===== src/rtl/game_round_ctrl.sv =====
// Round sequencer for a maze game: tracks pills, lives and the power window,
// and freezes play for death and board-clear pauses.
module game_round_ctrl #(
  parameter int TOTAL_PILLS  = 244,
  parameter int DEATH_CYCLES = 50_000_000,
  parameter int CLEAR_CYCLES = 100_000_000,
  parameter int POWER_CYCLES = 300_000_000
) (
  input  logic       CLOCK_50,
  input  logic       reset,
  input  logic       start,
  input  logic [3:0] collision_type,
  output logic [8:0] pill_count,
  output logic [1:0] lives,
  output logic       freeze,
  output logic       board_reset,
  output logic       power_active,
  output logic       ghost_eaten,
  output logic       game_over
);

  localparam int HOLD_MAX = (DEATH_CYCLES > CLEAR_CYCLES) ? DEATH_CYCLES : CLEAR_CYCLES;
  localparam int HOLD_W   = (HOLD_MAX > 1) ? $clog2(HOLD_MAX + 1) : 1;
  localparam int POWER_W  = (POWER_CYCLES > 1) ? $clog2(POWER_CYCLES + 1) : 1;

  // Index 0 = pill, 1 = power pill, 2 = ghost.
  localparam logic [2:0][3:0] EVENT_CODE = {4'b0100, 4'b0011, 4'b0010};

  typedef enum logic [2:0] {
    IDLE  = 3'd0,
    PLAY  = 3'd1,
    DYING = 3'd2,
    CLEAR = 3'd3,
    OVER  = 3'd4
  } state_t;

  state_t             state_reg;
  logic [3:0]         prev_code_reg;
  logic [8:0]         pill_count_reg;
  logic [1:0]         lives_reg;
  logic               freeze_reg;
  logic               board_reset_reg;
  logic               power_active_reg;
  logic               ghost_eaten_reg;
  logic               game_over_reg;
  logic [POWER_W-1:0] power_timer_reg;
  logic [HOLD_W-1:0]  hold_timer_reg;

  logic               code_changed;
  logic [2:0]         code_hit;
  logic               pill_ev;
  logic               power_ev;
  logic               ghost_ev;
  logic [8:0]         pill_count_next;
  logic               board_full;
  logic [POWER_W-1:0] power_timer_next;

  // A held code fires once: only a change against last cycle's sample counts.
  assign code_changed = (collision_type != prev_code_reg);

  genvar gi;
  generate
    for (gi = 0; gi < 3; gi++) begin : g_event
      assign code_hit[gi] = code_changed && (collision_type == EVENT_CODE[gi]);
    end
  endgenerate

  assign pill_ev         = code_hit[0];
  assign power_ev        = code_hit[1];
  assign ghost_ev        = code_hit[2];
  assign pill_count_next = pill_count_reg + 9'd1;
  assign board_full      = (pill_ev || power_ev) && (pill_count_next == 9'(TOTAL_PILLS));

  always_comb begin
    power_timer_next = power_timer_reg;
    if (power_ev) begin
      power_timer_next = POWER_W'(POWER_CYCLES);
    end else if (power_timer_reg != '0) begin
      power_timer_next = power_timer_reg - POWER_W'(1);
    end
  end

  always_ff @(posedge CLOCK_50) begin
    if (reset) begin
      state_reg        <= IDLE;
      prev_code_reg    <= 4'b0000;
      pill_count_reg   <= 9'd0;
      lives_reg        <= 2'd3;
      freeze_reg       <= 1'b1;
      board_reset_reg  <= 1'b0;
      power_active_reg <= 1'b0;
      ghost_eaten_reg  <= 1'b0;
      game_over_reg    <= 1'b0;
      power_timer_reg  <= '0;
      hold_timer_reg   <= '0;
    end else begin
      prev_code_reg   <= collision_type;
      board_reset_reg <= 1'b0;
      ghost_eaten_reg <= 1'b0;

      case (state_reg)
        IDLE: begin
          if (start) begin
            state_reg       <= PLAY;
            board_reset_reg <= 1'b1;
            lives_reg       <= 2'd3;
            pill_count_reg  <= 9'd0;
            freeze_reg      <= 1'b0;
          end
        end

        PLAY: begin
          power_timer_reg  <= power_timer_next;
          power_active_reg <= (power_timer_next != '0);
          if (pill_ev || power_ev) begin
            pill_count_reg <= pill_count_next;
            if (board_full) begin
              state_reg      <= CLEAR;
              hold_timer_reg <= HOLD_W'(CLEAR_CYCLES - 1);
              freeze_reg     <= 1'b1;
            end
          end else if (ghost_ev) begin
            if (power_active_reg) begin
              ghost_eaten_reg <= 1'b1;
            end else begin
              state_reg      <= DYING;
              hold_timer_reg <= HOLD_W'(DEATH_CYCLES - 1);
              freeze_reg     <= 1'b1;
              if (lives_reg != 2'd0) begin
                lives_reg <= lives_reg - 2'd1;
              end
            end
          end
        end

        DYING: begin
          if (hold_timer_reg == '0) begin
            if (lives_reg == 2'd0) begin
              state_reg     <= OVER;
              game_over_reg <= 1'b1;
            end else begin
              state_reg        <= PLAY;
              freeze_reg       <= 1'b0;
              board_reset_reg  <= 1'b1;
              power_timer_reg  <= '0;
              power_active_reg <= 1'b0;
            end
          end else begin
            hold_timer_reg <= hold_timer_reg - HOLD_W'(1);
          end
        end

        CLEAR: begin
          if (hold_timer_reg == '0) begin
            state_reg        <= PLAY;
            freeze_reg       <= 1'b0;
            board_reset_reg  <= 1'b1;
            pill_count_reg   <= 9'd0;
            power_timer_reg  <= '0;
            power_active_reg <= 1'b0;
          end else begin
            hold_timer_reg <= hold_timer_reg - HOLD_W'(1);
          end
        end

        OVER: begin
          if (start) begin
            state_reg     <= IDLE;
            game_over_reg <= 1'b0;
          end
        end

        default: begin
          state_reg  <= IDLE;
          freeze_reg <= 1'b1;
        end
      endcase
    end
  end

  assign pill_count   = pill_count_reg;
  assign lives        = lives_reg;
  assign freeze       = freeze_reg;
  assign board_reset  = board_reset_reg;
  assign power_active = power_active_reg;
  assign ghost_eaten  = ghost_eaten_reg;
  assign game_over    = game_over_reg;

endmodule

===== config.mk =====
export PLATFORM = sky130hd
export DESIGN_NAME = game_round_ctrl
export DESIGN_NICKNAME = d
export VERILOG_FILES = /design/src/rtl/game_round_ctrl.sv
export SDC_FILE = /design/constraint.sdc
export NUM_CORES = 1
export LEC_CHECK = 0
export ABC_AREA = 1
export CORE_MARGIN = 1
export CORE_UTILIZATION = 55
export DETAILED_ROUTE_END_ITERATION = 12
export GPL_ROUTABILITY_DRIVEN = 1
export PLACE_DENSITY = 0.73
export SYNTH_ARGS = -nofsm -noshare
export SYNTH_HDL_FRONTEND = slang
export SYNTH_SLANG_ARGS = --single-unit

===== constraint.sdc =====
create_clock -name CLOCK_50 -period 6.3 [get_ports CLOCK_50]
set_clock_uncertainty 0.2 [all_clocks]
set_input_delay 1.26 -clock CLOCK_50 [delete_from_list [all_inputs] [get_ports CLOCK_50]]
set_output_delay 1.26 -clock CLOCK_50 [all_outputs]
set_load 0.02 [all_outputs]

==> impl_summary.log, run 1 <==
[metrics] result of the run: completed
[metrics] Total GRT Usage: 30.2%
[metrics] Arr. time, crit path: 3800 ps
[metrics] I/O pin count: 23
[metrics] y dimension of the die: 101 um
[metrics] utilization after layout: 62.3%
[metrics] H-tree Lvls: 3
[metrics] number of flip-flops and latches in the synthesized netlist: 79
[metrics] detailed-placement wirelength estimate: 10400 um
[metrics] via density per instance: 5.50
[metrics] share of post-route cells with drive strength above 1: 5.86%
[metrics] growth of design area from synthesis to finish: 8.73%
[metrics] relative contribution of the clock network to total power: 14.9%
[metrics] total length of routed wires: 14600 um
[metrics] WHS Endpoint: game_over
[metrics] number of distinct library cell variants in the gate-level netlist after synthesis: 38
[metrics] number of flip-flops under the largest register name: 29
[metrics] switching part of the total: 51.5%
[metrics] sequential group share of total power: 24.1%
[metrics] Starting Density: 57.3%
[metrics] number of cells on the worst reg-to-reg path: 13
[metrics] TritonCTS buffer count: 9
[metrics] number of filler cells placed in the layout: 965
[metrics] endpoint kind of the worst setup timing path: flip-flop
[metrics] maximum number of pins on one net before global-route repair: 68
[metrics] net count after synthesis: 911
[metrics] worst path required time: 6320 ps
[metrics] Pre-antenna DRT Iters: 5
[metrics] count of unresolved DRC violations after routing: 0
[metrics] number of port buffers: 22
[metrics] leading area contributor after synthesis: dfxtp_1
[metrics] maximum resistive drop on vdd: 0.000343 V
[metrics] DIE WIDTH: 101 um
[metrics] final-report setup violation count: 0
[metrics] net count of the finished layout: 912
[metrics] antenna diode count: 0
[metrics] number of setup buffers added after CTS: 0
[metrics] achievable frequency: 265 MHz
[metrics] core area: 0.00937 mm2
[metrics] leading cell types by total area after synthesis: dfxtp_1 29%, nand2_1 17%, nor2_1 9.8%
[metrics] reported max-cap violation count: 0
[metrics] max-slew violation count: 0
[metrics] Worst Hold Path Cells: 2
[metrics] Reg2Reg Setup Slack: 2790 ps
[metrics] Final Hold Viols: 0
[metrics] critical register-to-register path startpoint: state_reg[0]
[metrics] total net switching power: 1.67 mW
[metrics] TritonCTS clock tree: built
[metrics] RSZ-0062 raised after global routing: no
[metrics] post-layout power: 3.25 mW
[metrics] area post-placement: 0.00559 mm2
[metrics] part of the power in combinational logic: 61.0%
[metrics] Vias: 5686
[metrics] final-layout setup total negative slack: 0 ps
[metrics] Power Internal: 1.57 mW
[metrics] number of buffers inserted for hold repair after clock tree synthesis: 0
[metrics] Syn Std Cell Area: 0.00537 mm2
[metrics] critical setup path kind: input pin to flip-flop
[metrics] crit share post-route: 59.9%
[metrics] mean area per synthesized cell: 5.98 um2
[metrics] clock input transition at the sequential cells of the worst setup and hold paths: 90 ps
[metrics] ANT nets after route: 0
[metrics] global-route wire length before repair: 24400 um
[metrics] residual overflow from global routing: 0
[metrics] GPL Wtd Cong: 1.02
[metrics] Worst Min Path Start: game_over
[metrics] Final Cell Area: 0.00584 mm2
[metrics] final critical path time including I/O delays and setup: 3770 ps
[metrics] startpoint types: input pin
[metrics] transition time at the pin with the least slew margin: 922 ps
[metrics] standard-cell rows: 35
[metrics] area of the die: 0.0102 mm2
[metrics] cell total after placement: 1018
[metrics] Reg-to-Reg End: hold_timer_reg[1]
[metrics] buffer cell driving the clock tree root: clkbuf_8
[metrics] Non-Filler Instances: 1034
[metrics] power per cell area: 556 mW/mm2
[metrics] Clock Tree Buf Depth: 2
[metrics] worst-path maximum fanout: 20
[metrics] vias in the first global route: 5411
[metrics] area share of the largest cell type after synthesis: 29.4%
[metrics] relative slew slack: 38.4%
[metrics] total number of yosys warnings: 0
[metrics] number of antenna violations at the first check in global routing: 0
[metrics] CTS resizes: 0
[metrics] drt initial violations: 367
[metrics] Wirelength per Cell: 14.1 um
[metrics] part of the Yosys area used for sequential elements: 29.4%
[metrics] clock latency at the later pin of the worst-skew pair: 370 ps
[metrics] Clock Sinks: 79
[metrics] Mapped Cells: 899
[metrics] type of the most critical hold path: flip-flop to flip-flop
[metrics] leakage power: 2.68 nW
## power by group through the flow
stage	Clock (mW)	Combinational, mW	Sequential (mW)
2_1_floorplan	0	1.53	0.791
5_1_grt	0.512	2.24	0.803
6_report	0.483	1.98	0.782
4_1_cts	0.487	1.96	0.780
3_3_place_gp	0	1.92	0.785
3_5_place_dp	0	1.95	0.790
## cell type report
type	count	area [um2]	area share [%]
sequential	79	1580	27.1
clock buffer	9	124	2.12
timing repair buffer	26	245	4.20
inverter	98	373	6.38
tap	129	161	2.76
clock inverter	7	125	2.14
multi-input combinational	686	3230	55.3
## stage by stage
| stage | hold WS, ps | setup slack, ps |
|---|---|---|
| final | 278 | 2530 |
| after floorplan | 239 | 3490 |
| after global routing | 300 | 2220 |
| after detailed placement | 266 | 2170 |
| after CTS | 280 | 2560 |
| after global placement | 252 | 2300 |
## cells in the mapped netlist
master,instances
a21oi_2,1
xnor2_1,4
inv_1,94
a211oi_1,2
nor2_2,2
nand3_1,89
nand2_1,240
a31oi_1,2
nor4_1,3
xor2_1,14
o21ai_0,21
nand2_2,3
clkbuf_1,16
nor3_2,1
a31oi_2,1
buf_1,1
o21ai_1,4
buf_4,6
or2_2,15
clkinv_4,1
nor3_1,15
buf_2,11
or3_1,1
o211a_1,2
dfxtp_1,79
o22ai_1,1
inv_2,3
ha_1,5
nor2_4,3
buf_6,2
nand4_1,33
o211ai_1,4
nor2_1,140
nand3b_1,5
nor3b_4,1
a21oi_1,72
nand2_4,1
o31ai_1,1
## layout by cell type (no fill, tap or decap), drive strengths merged, types with 2 or more instances in the layout
| cell | count |
|---|---|
| nand2 | 244 |
| nor2 | 145 |
| inv | 101 |
| nand3 | 89 |
| dfxtp | 79 |
| a21oi | 73 |
| nand4 | 33 |
| o21ai | 25 |
| clkdlybuf4s50 | 21 |
| nor3 | 16 |
| or2 | 15 |
| xor2 | 14 |
| clkbuf | 9 |
| nand3b | 5 |
| ha | 5 |
| buf | 5 |
| xnor2 | 4 |
| o211ai | 4 |
| nor4 | 3 |
| bufinv | 3 |
| a31oi | 3 |
| o211a | 2 |
| a211oi | 2 |
## metal layers
metal / track usage (%) / share of wire, % / vias up
li1: - / - / 2899
met1: 36.8 / 44 / 2599
met2: 52.8 / 48 / 151
met3: 3.54 / 4.3 / 37
met4: 14.6 / 3.3 / 0
met5: 0 / 0 / -
## cell families after synthesis
group,count (synthesis),share of synthesized area [%]
adder cells (fa/ha/maj),5,1.16
flip-flops,79,29.4
AND/OR/NAND/NOR,552,44.9
buffers and inverters,134,10.4
AO/OA/AOI/OAI,111,11.1
XOR/XNOR,18,2.93
## worst max-delay path by stage
stage	start	end	slack, ps	cells after the start
global placement	collision_type[1]	power_active	2300	15
detailed placement	collision_type[1]	power_active	2170	15
finish	collision_type[1]	power_active	2530	15
global route	collision_type[1]	power_active	2220	15
floorplan	collision_type[0]	hold_timer_reg[8]	3490	11
CTS	collision_type[1]	power_active	2560	15
## critical path, cell delays in order
cell             delay (ps)
clkdlybuf4s50_1         570
inv_1                   100
nand2_1                  70
nand2_1                  50
nor2_1                   90
nand2_1                 110
nand2_1                 530
buf_4                   350
nand2_1                 110
nor2_1                  110
nand2_1                  60
nor3_1                  170
nand2_1                  70
nand2_1                  60
a21oi_1                  60
No activity file was read; power rests on OpenSTA's default activity.
==> run 2: changes to the inputs <==
==> constraint.sdc (replaced) <==
create_clock -name CLOCK_50 -period 3.5 [get_ports CLOCK_50]
set_clock_uncertainty 0.2 [all_clocks]
set_input_delay 0.7 -clock CLOCK_50 [delete_from_list [all_inputs] [get_ports CLOCK_50]]
set_output_delay 0.7 -clock CLOCK_50 [all_outputs]
set_load 0.02 [all_outputs]
==> run 2 against run 1 <==
  * Clock power grew 67%
  * Routed wire length decreased by 2.5%
  * Combinational power grew 80%
  * First-iteration DRC count is 6.8% lower
  * Final cell count grew 0.39%
  * Setup slack worse by 2100 ps
  * Sequential share of layout area shrank 0.10 points
  * Clock-buffer cell count up 1
  * Flip-flop and latch count is the same
  * Sequential power grew 79%
  * Global-route usage down 0.55 points
  * Critical path type is now flip-flop to flip-flop
  * Highest routed layer unchanged
==> impl_summary.log, run 2 (synthesized netlist as in run 1, its figures left out) <==
[metrics] crit share post-route: 89.0%
[metrics] achievable frequency: 321 MHz
[metrics] number of filler cells placed in the layout: 932 (-3.4%)
[metrics] Total GRT Usage: 29.6% (-0.55 points)
[metrics] DIE WIDTH: 101 um (unchanged)
[metrics] H-tree Lvls: 3 (unchanged)
[metrics] max-slew violation count: 0 (unchanged)
[metrics] Vias: 5743 (+1.0%)
[metrics] share of post-route cells with drive strength above 1: 6.27% (+0.41 points)
[metrics] largest stage delay on the critical path: 420 ps (-150 ps)
[metrics] GPL Wtd Cong: 1.01 (-1.4%)
[metrics] clock input transition at the sequential cells of the worst setup and hold paths: 90 ps (about the same)
[metrics] cell chain of the critical path: inv_1 > ha_1 > nand2_1 > nor2_4 > nand2_2 > nor2_4 > nand2_2 > o21ai_1 > nand2_1 > nor2_1 > nand2_1 > nor3_1 > nand2_1 > nand2_1 > a21oi_1
[metrics] endpoint kind of the worst setup timing path: flip-flop
[metrics] Arr. time, crit path: 3140 ps (-660 ps)
[metrics] transition time at the pin with the least slew margin: 875 ps (-47.7 ps)
[metrics] final critical path time including I/O delays and setup: 3120 ps
[metrics] worst hold margin: 268 ps (-10.6 ps)
[metrics] number of buffers inserted for hold repair after clock tree synthesis: 0 (unchanged)
[metrics] Clock Sinks: 79 (unchanged)
[metrics] Final Hold Viols: 0 (unchanged)
[metrics] antenna diode count: 0 (unchanged)
[metrics] TritonCTS buffer count: 9 (unchanged)
[metrics] result of the run: completed
[metrics] clock latency at the later pin of the worst-skew pair: 370 ps (about the same)
[metrics] reported max-cap violation count: 0 (unchanged)
[metrics] CTS resizes: 0 (unchanged)
[metrics] global-route wire length before repair: 24000 um (-1.7%)
[metrics] post-place setup slack: 377 ps (-1790 ps)
[metrics] critical setup path kind: flip-flop to flip-flop
[metrics] TritonCTS clock tree: built
[metrics] area taken by flip-flops and latches: 0.00158 mm2 (unchanged)
[metrics] RSZ-0062 raised after global routing: no
[metrics] Clock Tree Buf Depth: 2 (unchanged)
[metrics] number of port buffers: 22 (unchanged)
[metrics] total length of routed wires: 14200 um (-2.5%)
[metrics] combined area of the multi-input logic cells: 0.00323 mm2 (unchanged)
[metrics] fin worst setup slack: 384 ps (-2140 ps)
[metrics] maximum resistive drop on vdd: 0.000498 V (+46%)
[metrics] type of the most critical hold path: flip-flop to flip-flop
[metrics] number of flip-flops under the largest register name: 29 (unchanged)
[metrics] drt initial violations: 342 (-6.8%)
[metrics] standard-cell rows: 35 (unchanged)
[metrics] buffer cell driving the clock tree root: clkbuf_8
[metrics] residual overflow from global routing: 0 (unchanged)
[metrics] most common cell after layout, fill and taps aside: nand2_1
[metrics] worst-path maximum fanout: 39 (+95%)
[metrics] number of antenna violations at the first check in global routing: 0 (unchanged)
[metrics] final-layout setup total negative slack: 0 ps (unchanged)
[metrics] Critical Path Most Common Cell: nand2_1
[metrics] number of setup buffers added after CTS: 0 (unchanged)
[metrics] Starting Density: 57.3% (unchanged)
[metrics] final-report setup violation count: 0 (unchanged)
[metrics] power per cell area: 985 mW/mm2 (+77%)
[metrics] slowest cell on the critical path: nand2_2
[metrics] vias in the first global route: 5237 (-3.2%)
[metrics] maximum number of pins on one net before global-route repair: 41 (-40%)
[metrics] most used cells in the layout excluding fill and tap cells: 240 x nand2_1, 140 x nor2_1, 94 x inv_1
[metrics] count of unresolved DRC violations after routing: 0 (unchanged)
[metrics] startpoint types: flip-flop
[metrics] core area: 0.00937 mm2 (unchanged)
[metrics] worst path required time: 3530 ps (-2790 ps)
[metrics] growth of design area from synthesis to finish: 9.15%
[metrics] Wirelength per Cell: 13.7 um (-2.9%)
[metrics] post-layout power: 5.78 mW (+78%)
[metrics] detailed-placement wirelength estimate: 10200 um (-2.1%)
[metrics] relative slew slack: 41.6% (+3.2 points)
[metrics] area of the die: 0.0102 mm2 (unchanged)
[metrics] ANT nets after route: 0 (unchanged)
[metrics] net count of the finished layout: 916 (+0.44%)
[metrics] leakage power: 2.70 nW (+0.64%)
[metrics] y dimension of the die: 101 um (unchanged)
[metrics] via density per instance: 5.53 (+0.61%)
[metrics] Pre-antenna DRT Iters: 9 (+4)
[metrics] utilization after layout: 62.6% (+0.24 points)
[metrics] I/O pin count: 23 (unchanged)
-- run 2: changes by cell type in the layout (fill, tap and decap cells not counted), sizes merged --
cell / change
buf: +4
clkinv: +2
inv: -2
bufinv: -1
clkbuf: +1
-- run 2: where the power goes --
| group | internal, mW | switching [mW] |
|---|---|---|
| Clock | 0.427 | 0.378 |
| Combinational | 1.24 | 2.33 |
| Sequential | 1.14 | 0.266 |
| Total | 2.80 | 2.98 |
-- run 2: final timing paths --
path | startpoint | end | slack (ps) | cells past startpoint
setup reg to reg | power_timer_reg[0] | power_active | 380 | 15
setup / recovery | power_timer_reg[0] | power_active | 380 | 15
hold / removal | power_timer_reg[28] | power_timer_reg[28] | 270 | 2
hold reg to reg | power_timer_reg[28] | power_timer_reg[28] | 270 | 2
-- run 2: through the flow --
step | cells | instance area (um2)
floorplan | 899 | 5370
global placement | 1022 | 5640
detailed placement | 1022 | 5640
CTS | 1038 | 5870
global route | 1038 | 5870
finish | 1038 | 5870
-- run 2: final cells by class --
| type | count | area share, % |
|---|---|---|
| inverter | 98 | 6.36 |
| clock inverter | 6 | 1.56 |
| multi-input combinational | 686 | 55.1 |
| clock buffer | 10 | 2.35 |
| sequential | 79 | 27.0 |
| timing repair buffer | 30 | 4.91 |
| tap | 129 | 2.75 |
-- run 2: worst max-delay path, delay by kind of cell, from the launching register on --
family	cells	cell delay [ps]
DFF	1	340
buffers and inverters	1	160
and+or+nand+nor	11	1620
adders and majority gates	1	370
AOI/OAI and AO/OA	2	290
-- run 2: layer usage --
layer	vias up	GRT usage (%)	part of all wire, %
met5	-	0	0
met4	0	10.6	2.7
met3	39	4.51	5.1
met2	182	52.8	49
met1	2611	36.2	43
li1	2911	-	-
==> run 3: changes to the inputs <==
--- a/config.mk
+++ b/config.mk
@@ -8,6 +8,7 @@
 export ABC_AREA = 1
 export CORE_MARGIN = 1
 export CORE_UTILIZATION = 55
+export CTS_CLUSTER_DIAMETER = 200
 export DETAILED_ROUTE_END_ITERATION = 12
 export GPL_ROUTABILITY_DRIVEN = 1
 export PLACE_DENSITY = 0.73
==> results of run 3 <==
The final DEF is identical to that of run 2; final timing and power are the same.
